===== config.mk =====
export PLATFORM = sky130hd
export DESIGN_NAME = pa_lsu_sram_arb
export DESIGN_NICKNAME = d
export VERILOG_FILES = /design/src/rtl/pa_lsu_sram_arb.sv
export SDC_FILE = /design/constraint.sdc
export NUM_CORES = 1
export LEC_CHECK = 0
export CAP_MARGIN = 20
export CORE_AREA = 2 2 104 106
export CTS_CLUSTER_DIAMETER = 200
export CTS_CLUSTER_SIZE = 24
export DETAILED_ROUTE_END_ITERATION = 8
export DIE_AREA = 0 0 106 108
export GPL_ROUTABILITY_DRIVEN = 0
export PLACE_DENSITY = 0.65
export SLEW_MARGIN = 20
export SYNTH_ARGS = -nofsm -noshare
export SYNTH_HDL_FRONTEND = slang
export SYNTH_SLANG_ARGS = --single-unit

===== constraint.sdc =====
create_clock -name cpuclk -period 5.86 [get_ports cpuclk]
set_clock_uncertainty 0.2 [all_clocks]
set_input_delay 0.586 -clock cpuclk [delete_from_list [all_inputs] [get_ports cpuclk]]
set_output_delay 0.586 -clock cpuclk [all_outputs]
set_load 0.1 [all_outputs]

===== src/rtl/pa_lsu_sram_arb.sv =====
// Arbiter and sequencer for the LSU 256x32 single-port SRAM: hardware zero-fill,
// fixed-priority sharing with anti-starvation for the side port, and read return.
module pa_lsu_sram_arb #(
  parameter bit          INIT_EN      = 1'b1,
  parameter int unsigned STARVE_LIMIT = 4
) (
  input  logic        cpuclk,
  input  logic        cpurst_b,
  input  logic        init_req,
  output logic        init_busy,
  input  logic        req0_vld,
  input  logic        req0_wr,
  input  logic [7:0]  req0_addr,
  input  logic [31:0] req0_wdata,
  input  logic [3:0]  req0_be,
  output logic        req0_grnt,
  output logic        req0_rvld,
  output logic [31:0] req0_rdata,
  input  logic        req1_vld,
  input  logic        req1_wr,
  input  logic [7:0]  req1_addr,
  input  logic [31:0] req1_wdata,
  input  logic [3:0]  req1_be,
  output logic        req1_grnt,
  output logic        req1_rvld,
  output logic [31:0] req1_rdata,
  output logic [7:0]  sram_a,
  output logic        sram_cen,
  output logic        sram_gwen,
  output logic [31:0] sram_wen,
  output logic [31:0] sram_d,
  input  logic [31:0] sram_q
);

  typedef enum logic [0:0] {
    ST_INIT = 1'b0,
    ST_IDLE = 1'b1
  } state_e;

  localparam logic [3:0] STARVE_MAX = 4'(STARVE_LIMIT);
  localparam state_e     ST_RESET   = INIT_EN ? ST_INIT : ST_IDLE;

  state_e      state_r, state_s;
  logic [7:0]  init_cnt_r, init_cnt_s;
  logic [3:0]  starve_r, starve_s;
  logic        rvld0_r, rvld1_r;

  // Active-low bit write enables from active-high byte enables.
  function automatic logic [31:0] be_to_wen(input logic [3:0] be);
    logic [31:0] wen;
    for (int i = 0; i < 4; i++) begin
      wen[8*i +: 8] = ~{8{be[i]}};
    end
    return wen;
  endfunction

  // Next-state, arbitration and SRAM port drive.
  always_comb begin
    state_s    = state_r;
    init_cnt_s = init_cnt_r;
    req0_grnt  = 1'b0;
    req1_grnt  = 1'b0;
    sram_cen   = 1'b1;
    sram_gwen  = 1'b1;
    sram_wen   = 32'hFFFF_FFFF;
    sram_a     = 8'h00;
    sram_d     = 32'h0000_0000;
    case (state_r)
      ST_INIT: begin
        sram_cen   = 1'b0;
        sram_gwen  = 1'b0;
        sram_wen   = 32'h0000_0000;
        sram_a     = init_cnt_r;
        init_cnt_s = init_cnt_r + 8'd1;
        if (init_cnt_r == 8'hFF) begin
          state_s = ST_IDLE;
        end else begin
          state_s = ST_INIT;
        end
      end
      ST_IDLE: begin
        if (init_req) begin
          state_s = ST_INIT;
        end else if (req1_vld && (starve_r == STARVE_MAX)) begin
          req1_grnt = 1'b1;
        end else if (req0_vld) begin
          req0_grnt = 1'b1;
        end else if (req1_vld) begin
          req1_grnt = 1'b1;
        end else begin
          state_s = ST_IDLE;
        end
        // A write with no byte enables still occupies the macro for the cycle.
        if (req0_grnt) begin
          sram_cen  = 1'b0;
          sram_a    = req0_addr;
          sram_d    = req0_wdata;
          sram_gwen = ~req0_wr;
          sram_wen  = req0_wr ? be_to_wen(req0_be) : 32'hFFFF_FFFF;
        end else if (req1_grnt) begin
          sram_cen  = 1'b0;
          sram_a    = req1_addr;
          sram_d    = req1_wdata;
          sram_gwen = ~req1_wr;
          sram_wen  = req1_wr ? be_to_wen(req1_be) : 32'hFFFF_FFFF;
        end else begin
          sram_cen  = 1'b1;
        end
      end
      default: begin
        state_s = ST_IDLE;
      end
    endcase
  end

  // Side-port starvation count; keeps counting through zero-fill.
  always_comb begin
    starve_s = 4'd0;
    if (req1_vld && !req1_grnt) begin
      if (starve_r == STARVE_MAX) begin
        starve_s = starve_r;
      end else begin
        starve_s = starve_r + 4'd1;
      end
    end else begin
      starve_s = 4'd0;
    end
  end

  // State, counters and read-valid registers.
  always_ff @(posedge cpuclk or negedge cpurst_b) begin
    if (!cpurst_b) begin
      state_r    <= ST_RESET;
      init_cnt_r <= 8'd0;
      starve_r   <= 4'd0;
      rvld0_r    <= 1'b0;
      rvld1_r    <= 1'b0;
    end else begin
      state_r    <= state_s;
      init_cnt_r <= init_cnt_s;
      starve_r   <= starve_s;
      rvld0_r    <= req0_grnt & ~req0_wr;
      rvld1_r    <= req1_grnt & ~req1_wr;
    end
  end

  assign init_busy  = (state_r == ST_INIT);
  assign req0_rvld  = rvld0_r;
  assign req1_rvld  = rvld1_r;
  assign req0_rdata = rvld0_r ? sram_q : 32'h0000_0000;
  assign req1_rdata = rvld1_r ? sram_q : 32'h0000_0000;

endmodule


# Yosys cells after proc, flatten, opt, wreduce, memory -nomap -nowiden
# Cells that the tools add are included.
[totals] in_bits=127 out_inout_bits=143 wordCells=61 regBits=15
[classes] n_reduce_logical=3 n_bitwise=13 n_eq_ne=3 n_mux=35 addsub=2
[op_table] cell="32-bit 2-to-1 mux" count=9
[op_table] cell="8-bit NOT" count=8
[op_table] cell="32-bit one-hot mux with 2 select lines" count=1
[op_table] cell="1-bit 2-to-1 mux" count=17
[op_table] cell="8-bit 2-to-1 mux" count=2
[op_table] cell="8-bit one-hot mux with 2 select lines" count=1
[op_table] cell="8-bit by 1-bit adder with 8-bit output, second input constant" count=1
[op_table] cell="8-bit equality test, second input constant" count=1
[op_table] cell="4-bit 2-to-1 mux" count=2
[op_table] cell="1-bit one-hot mux with 2 select lines" count=3
[op_table] cell="4-bit by 1-bit adder with 4-bit output, second input constant" count=1
[op_table] cell="4-bit by 3-bit equality test with 1-bit output, second input constant" count=1
[op_table] cell="1-bit NOT" count=3
[op_table] cell="1-bit AND" count=2
[op_table] cell="1-bit logical AND" count=2
[op_table] cell="2-bit inequality test, second input constant" count=1
[op_table] cell="1-bit zero test" count=1

# Depth between registers and ports, before layout
[depth] ltp_word=9 depth_mapped=7 depth_no_buf=5

# Least setup slack after synthesis
# Ideal clock, no wire load.
[synth_path] path_kind="register to output" from="register state_r" to="output port sram_wen[10]" stages_incl_launch_ff=5 arrival_time_ns=4.605 path_slack_ns=0.469 cell_sequence="dfrtp_1 clkbuf_1 inv_1 a221oi_1 buf_4"
[synth_between] elab_chain_len=2
[synth_rtl] item="start, declared" line="43" rtl="state_e state_r, state_s;"
[synth_rtl] item="start signal, assigned" line="139" rtl="state_r <= state_s;"
[synth_rtl] item="1-bit NOT"
[synth_rtl] item="named net init_busy" line="10" rtl="output logic init_busy,"
[synth_rtl] item="32-bit one-hot mux with 2 select lines" line="68" rtl="case (state_r)"
[synth_rtl] item="end, declared" line="30" rtl="output logic [31:0] sram_wen,"
# The timed path passes the listed nets, and every way through them passes these cells.

# Final worst setup path
[layout_path] from="input port req1_vld" to="output port sram_wen[20]"
[layout_between] elab_chain_len=8 elab_cells_between_ends=12 classes_between="11 x mux; 1 x reduce/logical"
[layout_rtl] item="start, declared" line="19" rtl="input logic req1_vld,"
[layout_rtl] item="1-bit 2-to-1 mux" line="88" rtl="end else if (req1_vld) begin"
[layout_rtl] item="1-bit 2-to-1 mux" line="86" rtl="end else if (req0_vld) begin"
[layout_rtl] item="1-bit 2-to-1 mux" line="84" rtl="end else if (req1_vld && (starve_r == STARVE_MAX)) begin"
[layout_rtl] item="1-bit 2-to-1 mux" line="82" rtl="if (init_req) begin"
[layout_rtl] item="1-bit 2-to-1 mux" line="68"
[layout_rtl] item="32-bit 2-to-1 mux" line="100" rtl="end else if (req1_grnt) begin"
[layout_rtl] item="32-bit 2-to-1 mux (*)" line="94" rtl="if (req0_grnt) begin"
[layout_rtl] item="32-bit one-hot mux with 2 select lines (*)" line="68"
# Every way passes the cells marked *; elsewhere a longest branch is shown, timed or not. The select of a mux whose other input is x is not followed.

==> flow_summary.toml <==
[status]
status = "finished, final reports clean"

[final_layout]
diodes = 0
drive_gt1_share_pct = 10.72
stdcell_area_um2 = 4425
ff_latch_area_um2 = 375.4
instances_no_fill = 593
multiInputGateArea_um2 = 1215
syn2layout_area_growth_pct = 130.0
layout.nets = 588
utilization_pct = 43.26
nFillCells = 1020

[cts]
ctsLongestPathBuffers = 2
clock_sinks = 15
clk_pin_slew_worst_paths_ns = 0.06
cts_hold_buf = 0
cts_htree_levels = 1
numCtsBuffers = 3
cts_root_buffer = "clkbuf_8"
cts_tree = "yes"
clk_latency_ns = 0.24
cts_setup_buffers = 0
ctsResizeCount = 0

[grt]
globalRouteTotalUtil_pct = 14.90
grt_pass1_vias = 2540
grt_util_met1_pct = 18.51
top_usage_layer = "met2"
grt_start_max_net_pins = 42
met2_usage_pct = 26.82
grtUsageMet3_pct = 3.074
overflow = 0
antenna_found_initial = 0
grt_pass1_wl_mm = 13.72

[critical_path]
crit_family = "buffers and inverters"
critPathCaptureType = "output pin"
path_buf_inv = 2
cpMostUsedCell = "clkdlybuf4s50_1"
worst_ep_arrival_time_ns = 3.56
slowest_stage = "clkdlybuf4s50_1"
crit_type = "input pin to output pin"
reg2reg_to = "req0_rvld"
r2r_cells = 4
reg2reg_setup_slack_ns = 3.80
worstPathCellList = "clkdlybuf4s50_1, nand4b_1, and4b_1, a221oi_1, clkdlybuf4s50_1"
max_stage_delay_ns = 1.28
required_ns = 5.07
timing.rr.start = "state_r"
critPathMaxFanout = 8
cp-start-kind = "input pin"

[sta]
fin_crit_sh_pct = 74.16
hold_viol = 0
max_freq_ghz = 0.2301
relSlewSlack_pct = 31.11
tightest_slew_ns = 1.030
finalSetupTns_ns = 0
setup_viol = 0
rsz0062_at_grt = "false"
finalMaxSlewViolations = 0
min_period_ns = 4.346

[die]
die_x_um = 106
die-area_um2 = 11450
start_util_pct = 18.81
row_count = 37
die_h_um = 108
core_area_um2 = 10230
ios = 270

[place]
place_area_um2 = 4380
port_buffers = 269
dp_hpwl_mm = 7.978
dp_cells = 589

[power_and_ir_drop]
p_leak_nw = 1.802
powerDensity_nw_per_um2 = 156.8
ir_drop_mv = 0.1428

[worst_hold_path]
hold_depth = 1
min-delay-start = "init_cnt_r[7]"
hold-path-endpoint = "init_cnt_r[7]"
hold_class = "register to register"

[logic_synthesis]
netlist_instances = 226
ys_seq_area_share_pct = 19.51
synth_edf_count = 0
ys.flop_type = "dfrtp_1"
yosys_warnings = 0
ys_async_sr_fraction_pct = 100.0
synth.lib_cells_used.distinct = 35
avgSynthCellArea_um2 = 8.515
synth-seq-cells = 15
syn_nets = 356
synthesis.area_um2 = 1924

[route]
first_pass_iters = 4
wl_per_cell_um = 16.20
drtIter0Drc = 106
via_count = 2569
viasPerCell = 4.332
drc_errors = 0
antenna_left = 0
wl_mm = 9.607

[run]
maxCapViolations = 0
worst reg2reg max path, stage by stage (launching register included):
cell and delay (ns):
dfrtp_1 0.65, and2b_1 0.22, and3_1 0.22, buf_4 0.43, nor2b_1 0.26
per-stage QoR:
stage / hold slack (ns) / worst slack [ns] / power [W]
after floorplan: 0.09041 / 0.4689 / 0.0004601
after global placement: 0.2762 / 1.582 / 0.0006092
after detailed placement: 0.2876 / 1.469 / 0.0006135
after CTS: 0.2981 / 1.449 / 0.0006996
after global routing: 0.3083 / 1.326 / 0.0007322
final: 0.2880 / 1.514 / 0.0006940
layout make-up:
| type | instances | area share [%] |
|---|---|---|
| inverters | 4 | 0.3393 |
| clock buffers | 4 | 1.018 |
| multi-input cells | 163 | 27.45 |
| flip-flops and latches | 15 | 8.482 |
| repair buffers | 271 | 58.86 |
| well taps | 136 | 3.845 |
registers in the layout, summed over array words and instances, names as in the netlist:
register,count
starve_r,4
req0_rvld,1
req1_rvld,1
state_r,1
init_cnt_r,8
report_power, final:
group	switching [W]	total, W	leakage (nW)	internal, W
clock	0.0000350	0.0000831	0.0228	0.0000481
sequential	0.0000413	0.000178	0.193	0.000137
combinational	0.000258	0.000433	1.59	0.000175
Yosys cell counts, types with 2 or more instances:
| cell | count | share of area (%) |
|---|---|---|
| buf_4 | 28 | 11 |
| inv_1 | 4 | 0.78 |
| buf_2 | 3 | 0.78 |
| and2_1 | 65 | 21 |
| ha_1 | 3 | 2.0 |
| nor2_1 | 3 | 0.59 |
| nand4b_1 | 2 | 0.91 |
| and2b_1 | 2 | 0.78 |
| nor2b_1 | 9 | 2.9 |
| nand2_1 | 4 | 0.78 |
| clkbuf_1 | 7 | 1.4 |
| a22o_1 | 32 | 15 |
| nand4_1 | 3 | 0.98 |
| a221oi_1 | 4 | 1.8 |
| a211oi_1 | 2 | 0.78 |
| buf_6 | 6 | 3.5 |
| a221o_1 | 8 | 4.2 |
| dfrtp_1 | 15 | 20 |
| nor3_1 | 3 | 0.78 |
| xnor2_1 | 8 | 3.6 |
cells by family (layout without fill, tap and decap cells):
family / Yosys count / after routing / synth area share [%]
adder cells (fa/ha/maj): 3 / 3 / 1.951
flip-flops: 15 / 15 / 19.51
buffers and inverters: 48 / 279 / 17.36
AND/OR/NAND/NOR: 97 / 97 / 31.79
multiplexers: 2 / 2 / 1.105
AO/OA/AOI/OAI: 52 / 52 / 24.19
XOR/XNOR: 9 / 9 / 4.096
cell usage in the layout, fill, tap and decap left out, types with 2 or more instances in the layout:
cell,Yosys,routed
nor2b_1,9,9
ha_1,3,3
dfrtp_1,15,15
inv_1,4,4
clkbuf_8,0,3
and2_1,65,65
a22o_1,32,32
and2b_1,2,2
clkdlybuf4s50_1,0,228
nand2_1,4,4
a221o_1,8,8
nand4_1,3,3
nor2_1,3,3
nor3_1,3,3
buf_4,28,43
a221oi_1,4,4
a211oi_1,2,2
xnor2_1,8,8
nand4b_1,2,2
worst max path at each step:
stage / from / to / cells past startpoint
2_1_floorplan: state_r / sram_wen[10] / 4
6_report: req1_vld / sram_wen[20] / 5
5_1_grt: req1_vld / sram_wen[13] / 5
3_5_place_dp: req1_vld / sram_wen[20] / 5
3_3_place_gp: req1_vld / sram_wen[16] / 5
4_1_cts: req1_vld / sram_wen[20] / 5
per-layer routing:
| layer | vias to the layer above | routed length [um] |
|---|---|---|
| met4 | 0 | 80 |
| met3 | 6 | 744 |
| li1 | 1233 | - |
| met5 | - | 0 |
| met2 | 142 | 4825 |
| met1 | 1188 | 3957 |
Power figures use the tool's default switching activity.
